**src/rtl/axi_llc_burst_splitter.sv**
```systemverilog
// Splits one AXI AW/AR burst into one descriptor per touched cache line.
// Descriptors are emitted one per cycle under valid/ready back-pressure.
// WRAP bursts whose container exceeds a line are split as INCR segments.
// Each descriptor is decoded on its own address: SPM way window, cached
// region, or decode error.
// Ports:
//   clk_i, rst_i                  clock, synchronous active-high reset
//   ax_*                          burst request with valid/ready handshake
//   cached_start_i/cached_end_i   cached region [start, end)
//   spm_start_i                   SPM base (NumWays*WayBytes long)
//   desc_*                        per-line descriptor with valid/ready handshake
//   busy_o                        a burst is being split
module axi_llc_burst_splitter #(
  parameter int unsigned AddrWidth = 64,
  parameter int unsigned IdWidth   = 6,
  parameter int unsigned DataBytes = 8,
  parameter int unsigned LineBytes = 64,
  parameter int unsigned NumWays   = 8,
  parameter int unsigned WayBytes  = 32768,
  parameter bit          Write     = 1'b0
) (
  input  logic                 clk_i,
  input  logic                 rst_i,
  input  logic                 ax_valid_i,
  output logic                 ax_ready_o,
  input  logic [IdWidth-1:0]   ax_id_i,
  input  logic [AddrWidth-1:0] ax_addr_i,
  input  logic [7:0]           ax_len_i,
  input  logic [2:0]           ax_size_i,
  input  logic [1:0]           ax_burst_i,
  input  logic [AddrWidth-1:0] cached_start_i,
  input  logic [AddrWidth-1:0] cached_end_i,
  input  logic [AddrWidth-1:0] spm_start_i,
  output logic                 desc_valid_o,
  input  logic                 desc_ready_i,
  output logic [IdWidth-1:0]   desc_id_o,
  output logic [AddrWidth-1:0] desc_addr_o,
  output logic [2:0]           desc_size_o,
  output logic [7:0]           desc_len_o,
  output logic [1:0]           desc_burst_o,
  output logic                 desc_last_o,
  output logic                 desc_spm_o,
  output logic [NumWays-1:0]   desc_way_o,
  output logic                 desc_err_o,
  output logic                 desc_rw_o,
  output logic                 busy_o
);

  localparam int unsigned DataLog = $clog2(DataBytes);
  localparam int unsigned WayLog  = $clog2(WayBytes);

  localparam logic [AddrWidth-1:0] LineSz   = AddrWidth'(LineBytes);
  localparam logic [AddrWidth-1:0] LineMask = AddrWidth'(LineBytes - 1);
  localparam logic [AddrWidth-1:0] SpmSize  = AddrWidth'(NumWays * WayBytes);
  localparam logic [AddrWidth-1:0] One      = AddrWidth'(1);

  localparam logic [1:0] BurstFixed = 2'b00;
  localparam logic [1:0] BurstIncr  = 2'b01;
  localparam logic [1:0] BurstWrap  = 2'b10;

  typedef enum logic {
    IDLE,
    SPLIT
  } state_e;

  state_e state_q, state_d;

  // Remaining-burst bookkeeping
  logic [AddrWidth-1:0] addr_q, addr_d;
  logic [AddrWidth-1:0] len_q, len_d;
  logic [2:0]           size_q, size_d;
  logic                 wrap_q, wrap_d;
  logic [AddrWidth-1:0] wbase_q, wbase_d;
  logic [AddrWidth-1:0] wend_q, wend_d;
  logic                 roll_q, roll_d;

  // Registered descriptor outputs
  logic                 desc_valid_q, desc_valid_d;
  logic [IdWidth-1:0]   desc_id_q, desc_id_d;
  logic [AddrWidth-1:0] desc_addr_q, desc_addr_d;
  logic [2:0]           desc_size_q, desc_size_d;
  logic [7:0]           desc_len_q, desc_len_d;
  logic [1:0]           desc_burst_q, desc_burst_d;
  logic                 desc_last_q, desc_last_d;
  logic                 desc_spm_q, desc_spm_d;
  logic [NumWays-1:0]   desc_way_q, desc_way_d;
  logic                 desc_err_q, desc_err_d;

  logic                 desc_hs, accept, advance;
  logic [AddrWidth-1:0] in_c, in_base;
  logic                 in_bad, in_single, in_wrap_split;

  logic [AddrWidth-1:0] src_addr, src_len, src_wbase, src_wend;
  logic [2:0]           src_size;
  logic                 src_wrap, src_roll;

  logic [AddrWidth-1:0] seg_nxt, seg_beats, seg_next_addr;
  logic                 seg_last, seg_next_roll;

  logic [AddrWidth-1:0] spm_off;
  logic                 dec_spm, dec_err;
  logic [NumWays-1:0]   dec_way;

  always_comb begin
    desc_hs    = desc_valid_q & desc_ready_i;
    ax_ready_o = (state_q == IDLE) | (desc_hs & desc_last_q);
    accept     = ax_valid_i & ax_ready_o;
    advance    = desc_hs & ~desc_last_q;
  end

  // Classification of the incoming burst
  always_comb begin
    in_c          = (AddrWidth'(ax_len_i) + One) << ax_size_i;
    in_base       = ax_addr_i & ~(in_c - One);
    in_bad        = ax_size_i > 3'(DataLog);
    in_single     = (ax_burst_i == BurstFixed) |
                    ((ax_burst_i == BurstWrap) & (in_c <= LineSz));
    in_wrap_split = (ax_burst_i == BurstWrap) & ~in_single;
  end

  // Segment source: the new burst on accept, otherwise the stored remainder
  always_comb begin
    src_addr  = accept ? ax_addr_i : addr_q;
    src_len   = accept ? AddrWidth'(ax_len_i) : len_q;
    src_size  = accept ? ax_size_i : size_q;
    src_wrap  = accept ? in_wrap_split : wrap_q;
    src_wbase = accept ? in_base : wbase_q;
    src_wend  = accept ? (in_base + in_c) : wend_q;
    src_roll  = accept ? 1'b0 : roll_q;
  end

  // Line segment arithmetic; a wrapped INCR segment starts at address 0
  always_comb begin
    seg_nxt       = (src_addr & ~LineMask) + LineSz;
    seg_beats     = ((seg_nxt - src_addr - One) >> src_size) + One;
    seg_last      = seg_beats > src_len;
    seg_next_addr = (src_wrap && (seg_nxt == src_wend)) ? src_wbase : seg_nxt;
    seg_next_roll = src_roll | (~src_wrap & (seg_nxt == '0));
  end

  // Address decode; SPM window takes priority over a cached overlap
  always_comb begin
    spm_off = src_addr - spm_start_i;
    dec_spm = 1'b1;
    dec_way = NumWays'(1);
    dec_err = 1'b1;
    if (!src_roll) begin
      if ((src_addr >= spm_start_i) && (spm_off < SpmSize)) begin
        dec_way = NumWays'(1) << (spm_off >> WayLog);
        dec_err = 1'b0;
      end else if ((src_addr >= cached_start_i) && (src_addr < cached_end_i)) begin
        dec_spm = 1'b0;
        dec_way = '0;
        dec_err = 1'b0;
      end
    end
  end

  always_comb begin
    state_d      = state_q;
    addr_d       = addr_q;
    len_d        = len_q;
    size_d       = size_q;
    wrap_d       = wrap_q;
    wbase_d      = wbase_q;
    wend_d       = wend_q;
    roll_d       = roll_q;
    desc_valid_d = desc_valid_q;
    desc_id_d    = desc_id_q;
    desc_addr_d  = desc_addr_q;
    desc_size_d  = desc_size_q;
    desc_len_d   = desc_len_q;
    desc_burst_d = desc_burst_q;
    desc_last_d  = desc_last_q;
    desc_spm_d   = desc_spm_q;
    desc_way_d   = desc_way_q;
    desc_err_d   = desc_err_q;

    if (accept || advance) begin
      state_d      = SPLIT;
      desc_valid_d = 1'b1;
      desc_addr_d  = src_addr;
      desc_size_d  = src_size;
      desc_spm_d   = dec_spm;
      desc_way_d   = dec_way;
      desc_err_d   = dec_err;
      if (accept) begin
        desc_id_d = ax_id_i;
      end
      if (accept && (in_bad || in_single)) begin
        desc_len_d   = ax_len_i;
        desc_burst_d = ax_burst_i;
        desc_last_d  = 1'b1;
        if (in_bad) begin
          desc_spm_d = 1'b1;
          desc_way_d = NumWays'(1);
          desc_err_d = 1'b1;
        end
      end else begin
        desc_len_d   = seg_last ? src_len[7:0] : 8'(seg_beats - One);
        desc_burst_d = BurstIncr;
        desc_last_d  = seg_last;
        addr_d       = seg_next_addr;
        len_d        = src_len - seg_beats;
        size_d       = src_size;
        wrap_d       = src_wrap;
        wbase_d      = src_wbase;
        wend_d       = src_wend;
        roll_d       = seg_next_roll;
      end
    end else if (desc_hs) begin
      state_d      = IDLE;
      desc_valid_d = 1'b0;
    end
  end

  always_ff @(posedge clk_i) begin
    if (rst_i) begin
      state_q      <= IDLE;
      addr_q       <= '0;
      len_q        <= '0;
      size_q       <= '0;
      wrap_q       <= 1'b0;
      wbase_q      <= '0;
      wend_q       <= '0;
      roll_q       <= 1'b0;
      desc_valid_q <= 1'b0;
      desc_id_q    <= '0;
      desc_addr_q  <= '0;
      desc_size_q  <= '0;
      desc_len_q   <= '0;
      desc_burst_q <= '0;
      desc_last_q  <= 1'b0;
      desc_spm_q   <= 1'b0;
      desc_way_q   <= '0;
      desc_err_q   <= 1'b0;
    end else begin
      state_q      <= state_d;
      addr_q       <= addr_d;
      len_q        <= len_d;
      size_q       <= size_d;
      wrap_q       <= wrap_d;
      wbase_q      <= wbase_d;
      wend_q       <= wend_d;
      roll_q       <= roll_d;
      desc_valid_q <= desc_valid_d;
      desc_id_q    <= desc_id_d;
      desc_addr_q  <= desc_addr_d;
      desc_size_q  <= desc_size_d;
      desc_len_q   <= desc_len_d;
      desc_burst_q <= desc_burst_d;
      desc_last_q  <= desc_last_d;
      desc_spm_q   <= desc_spm_d;
      desc_way_q   <= desc_way_d;
      desc_err_q   <= desc_err_d;
    end
  end

  assign desc_valid_o = desc_valid_q;
  assign desc_id_o    = desc_id_q;
  assign desc_addr_o  = desc_addr_q;
  assign desc_size_o  = desc_size_q;
  assign desc_len_o   = desc_len_q;
  assign desc_burst_o = desc_burst_q;
  assign desc_last_o  = desc_last_q;
  assign desc_spm_o   = desc_spm_q;
  assign desc_way_o   = desc_way_q;
  assign desc_err_o   = desc_err_q;
  assign desc_rw_o    = Write;
  assign busy_o       = (state_q == SPLIT);

endmodule

```
**config.mk**
```make
export PLATFORM = sky130hd
export DESIGN_NAME = axi_llc_burst_splitter
export DESIGN_NICKNAME = d
export VERILOG_FILES = /design/src/rtl/axi_llc_burst_splitter.sv
export SDC_FILE = /design/constraint.sdc
export NUM_CORES = 1
export LEC_CHECK = 0
export ABC_CLOCK_PERIOD_IN_PS = 14520
export CORE_AREA = 2 2 343 345
export DETAILED_ROUTE_END_ITERATION = 6
export DIE_AREA = 0 0 345 347
export PLACE_DENSITY = 0.53
export SYNTH_ARGS = -nofsm -noshare
export SYNTH_HDL_FRONTEND = slang
export SYNTH_SLANG_ARGS = --single-unit
```
**constraint.sdc**
```tcl
create_clock -name clk_i -period 14.52 [get_ports clk_i]
set_input_delay 2.178 -clock clk_i [delete_from_list [all_inputs] [get_ports clk_i]]
set_output_delay 2.178 -clock clk_i [all_outputs]
set_load 0.01 [all_outputs]
```
==> results.yml <==
outcome:
  status: "finished clean"
floorplan:
  std_cell_rows: 125
  die_w_um: 345
  chipHeight_um: 347
  core_area_um2: 116000
  dieArea_um2: 120000
  ioPinCount: 377
  initial_core_util: 0.358
timing:
  setup_violating_endpoint_count_in_the_final_report: 0
  final_critical_path_setup_slack_ps: 854
  share_of_the_clock_period_used_by_the_worst_path: 0.941
  fin_tns_setup_ps: 0
  worst_clock_skew_ps: 63.4
  layout_min_cycle_time_ps: 13670
  clock.fmax_ghz: 0.0732
  grt_setup_unrepaired: "false"
  hold_violations: 0
  max-slew-margin-rel: 0.119
  slew_violations: 0
  worst_slew_pin_slew_ps: 1300
final_layout:
  multi_input_comb_area_um2: 31600
  area.growth.synth_to_final_pct: 16.5
  num-nets-final: 6646
  fill_cells: 12200
  area_used_by_sequential_logic_in_the_layout_um2: 7130
  final_layout_size_suffix_gt1_frac: 0.0565
pwr:
  fin_total_pwr_mw: 4.68
  power.static_leakage_nw: 19.8
  power-per-cell-area_nw_per_um2: 96.9
  vdd_drop_max_uv: 85.5
setup_path:
  critical_path_data_arrival_time_ps: 14190
  cp-end-kind: "flip-flop"
  worst_setup_path_start_kind: "input pin"
  timing.critical_path.slowest_stage_cell: "or4_1"
  path_class: "in -> reg"
  rr_worst_depth: 39
  timing.critical_path.slowest_cell_delay_ps: 810
  worst-endpoint-required_ps: 15050
  crit_path_top_cell_by_count: "a21oi_1"
  crit_fanout: 37
clock_network:
  worst_skew_pair.late_latency_ps: 700
  cts_tree: "yes"
  post_cts_resized: 0
  cts_inserted_buffers: 48
  clkSinkCount: 356
  cts.repair_timing.setup_buffer_count: 0
  htree_levels: 2
  cts-root-to-sink-buffers: 3
  worst_setup_hold_path_clk_slew_ps: 60
  ctsHoldBuffers: 0
  clk_root_buffer_cell: "clkbuf_16"
yosys:
  synth_sequential_area_ratio: 0.172
  netlist_instances: 5866
  synth_cell_type_count: 117
  synth_largest_area_cell: "dfxtp_1"
  ys_async_sr_fraction: 0
  synth.cells.most_frequent: "nand2_1, nor2_1, a21oi_1, inv_1, dfxtp_1"
  yosysWarningCount: 0
  synthMostInstantiatedCell: "nand2_1"
  number_of_synthesized_flops_with_an_enable_pin: 0
  postSynth.topFlopCell: "dfxtp_1"
  synthesized_area_um2: 41400
  synth_top_area_frac: 0.172
  avgSynthCellArea_um2: 7.06
  synth_nets: 6472
  post_synth_main_area_contributors: "dfxtp_1, ha_1, a21oi_1"
  synth.ff_latch_count: 356
drt:
  detail_route.wl_per_cell_um: 26.0
  vias_per_cell: 6.09
  total_routed_wirelength_mm: 198
  total_number_of_vias: 46300
  drc_errors: 0
  drtPass1Iterations: 6
  drt_first_iter_violations: 4669
  drtAntennaViolNets: 0
global_route:
  grt_remaining_overflow: 0
  grt_pass1_wl_mm: 288
  grt_usage: 0.316
  grt_pass1_vias: 43300
  pin_count_of_the_biggest_net_entering_global_routing: 164
  number_of_antenna_violations_at_the_first_check_in_global_routing: 6
place:
  routabilityCongestion: 1.01
  hpwl_after_detailed_placement_mm: 156
  post-place-ws_ps: 504
  placement.io_buffers: 375
run:
  maxCapViolCount: 0
hold_path:
  whs_path_depth: 2
  timing.hold.worst.class: "reg -> reg"
[kinds of logic (layout without fill, tap and decap cells)]
family | after synthesis | in the layout | synth area share
AOI/OAI and AO/OA | 1692 | 1692 | 0.280
xor gates and xnor gates | 283 | 283 | 0.0605
adders and majority gates | 327 | 327 | 0.0989
buffers and inverters | 725 | 933 | 0.0690
DFF | 356 | 356 | 0.172
muxes | 141 | 141 | 0.0365
other | 1 | 3 | 0.0000905
and+or+nand+nor | 2341 | 2341 | 0.283
[routing by layer]
layer  wire length (um)  up-vias  GRT usage  share of wire
li1                   -    22000          -              -
met1              86200    22200      0.416           0.44
met2              89500     1776      0.514           0.45
met3              14500      333     0.0540          0.073
met4               7730        8      0.116          0.039
met5                 51        -          0        0.00026
[path summary, 6_finish.rpt]
check | from | endpoint | slack [ps]
max | desc_ready_i | desc_len_o[1]$_SDFFE_PP0P_ | 850
min | len_q[11]$_SDFFE_PP0P_ | len_q[11]$_SDFFE_PP0P_ | 440
max reg2reg | desc_valid_o$_SDFFE_PP0P_ | desc_len_o[1]$_SDFFE_PP0P_ | 2190
min reg2reg | len_q[11]$_SDFFE_PP0P_ | len_q[11]$_SDFFE_PP0P_ | 440
[sequential cells by signal, summed over array words and instances (netlist names), 2 cells and up]
| register | cells |
|---|---|
| addr_q | 64 |
| desc_id_o | 6 |
| desc_len_o | 8 |
| desc_size_o | 3 |
| desc_burst_o | 2 |
| wbase_q | 64 |
| len_q | 64 |
| desc_addr_o | 64 |
| wend_q | 64 |
| desc_way_o | 8 |
| size_q | 3 |
[critical path: cells and delay by family]
kind	cells	cell delay, ps
compound gates	18	4790
simple gates	14	3820
buf+inv	4	1360
fa+ha+maj	3	1090
xor+xnor	2	920
[cell usage in the layout, fill, tap and decap left out, drive strengths merged, types with 22 or more instances in the layout]
master	netlist	final
nand4	136	136
o22ai	26	26
nand2b	62	62
or4	31	31
a21oi	477	477
clkbuf	277	69
a21o	122	122
or2	24	24
nand2	629	629
inv	362	364
a32oi	64	64
o211ai	66	66
a211o	22	22
o2111ai	24	24
nor3	140	140
o31ai	54	54
o21bai	25	25
ha	326	326
dfxtp	356	356
a31oi	58	58
mux2i	115	115
and3	71	71
a211oi	169	169
nor2b	57	57
a311o	33	33
xor2	90	90
or3	67	67
nor2	546	546
a22oi	25	25
o21ai	249	249
and2	145	145
clkdlybuf4s50	0	373
nor4	122	122
o21a	41	41
and4	23	23
buf	86	114
nand3	207	207
nor4b	34	34
xnor2	191	191
[stage by stage]
step | hold WS (ps) | cells | utilization | area, um2
floorplan | 427 | 5866 | - | 41400
global placement | 433 | 7514 | 0.403 | 46600
detailed placement | 439 | 7514 | 0.403 | 46600
CTS | 447 | 7598 | 0.417 | 48200
global route | 461 | 7598 | 0.417 | 48200
finish | 444 | 7600 | 0.417 | 48300
[area by class of cell]
type,instances,share of cell area
antenna,2,0.000104
clock buffer,69,0.0288
clock inverter,15,0.00467
inverter,362,0.0282
multi-input combinational,4785,0.654
sequential,356,0.148
tap,1524,0.0395
timing repair buffer,487,0.0970
[power by group]
| part | switching, mW | leakage (nW) | internal [mW] | total [mW] |
|---|---|---|---|---|
| Combinational | 1.45 | 16.1 | 0.843 | 2.29 |
| Sequential | 0.0534 | 2.91 | 1.06 | 1.12 |
| Clock | 0.544 | 0.790 | 0.722 | 1.27 |
| Total | 2.05 | 19.8 | 2.63 | 4.68 |
No activity file was read; power rests on OpenSTA's default activity.
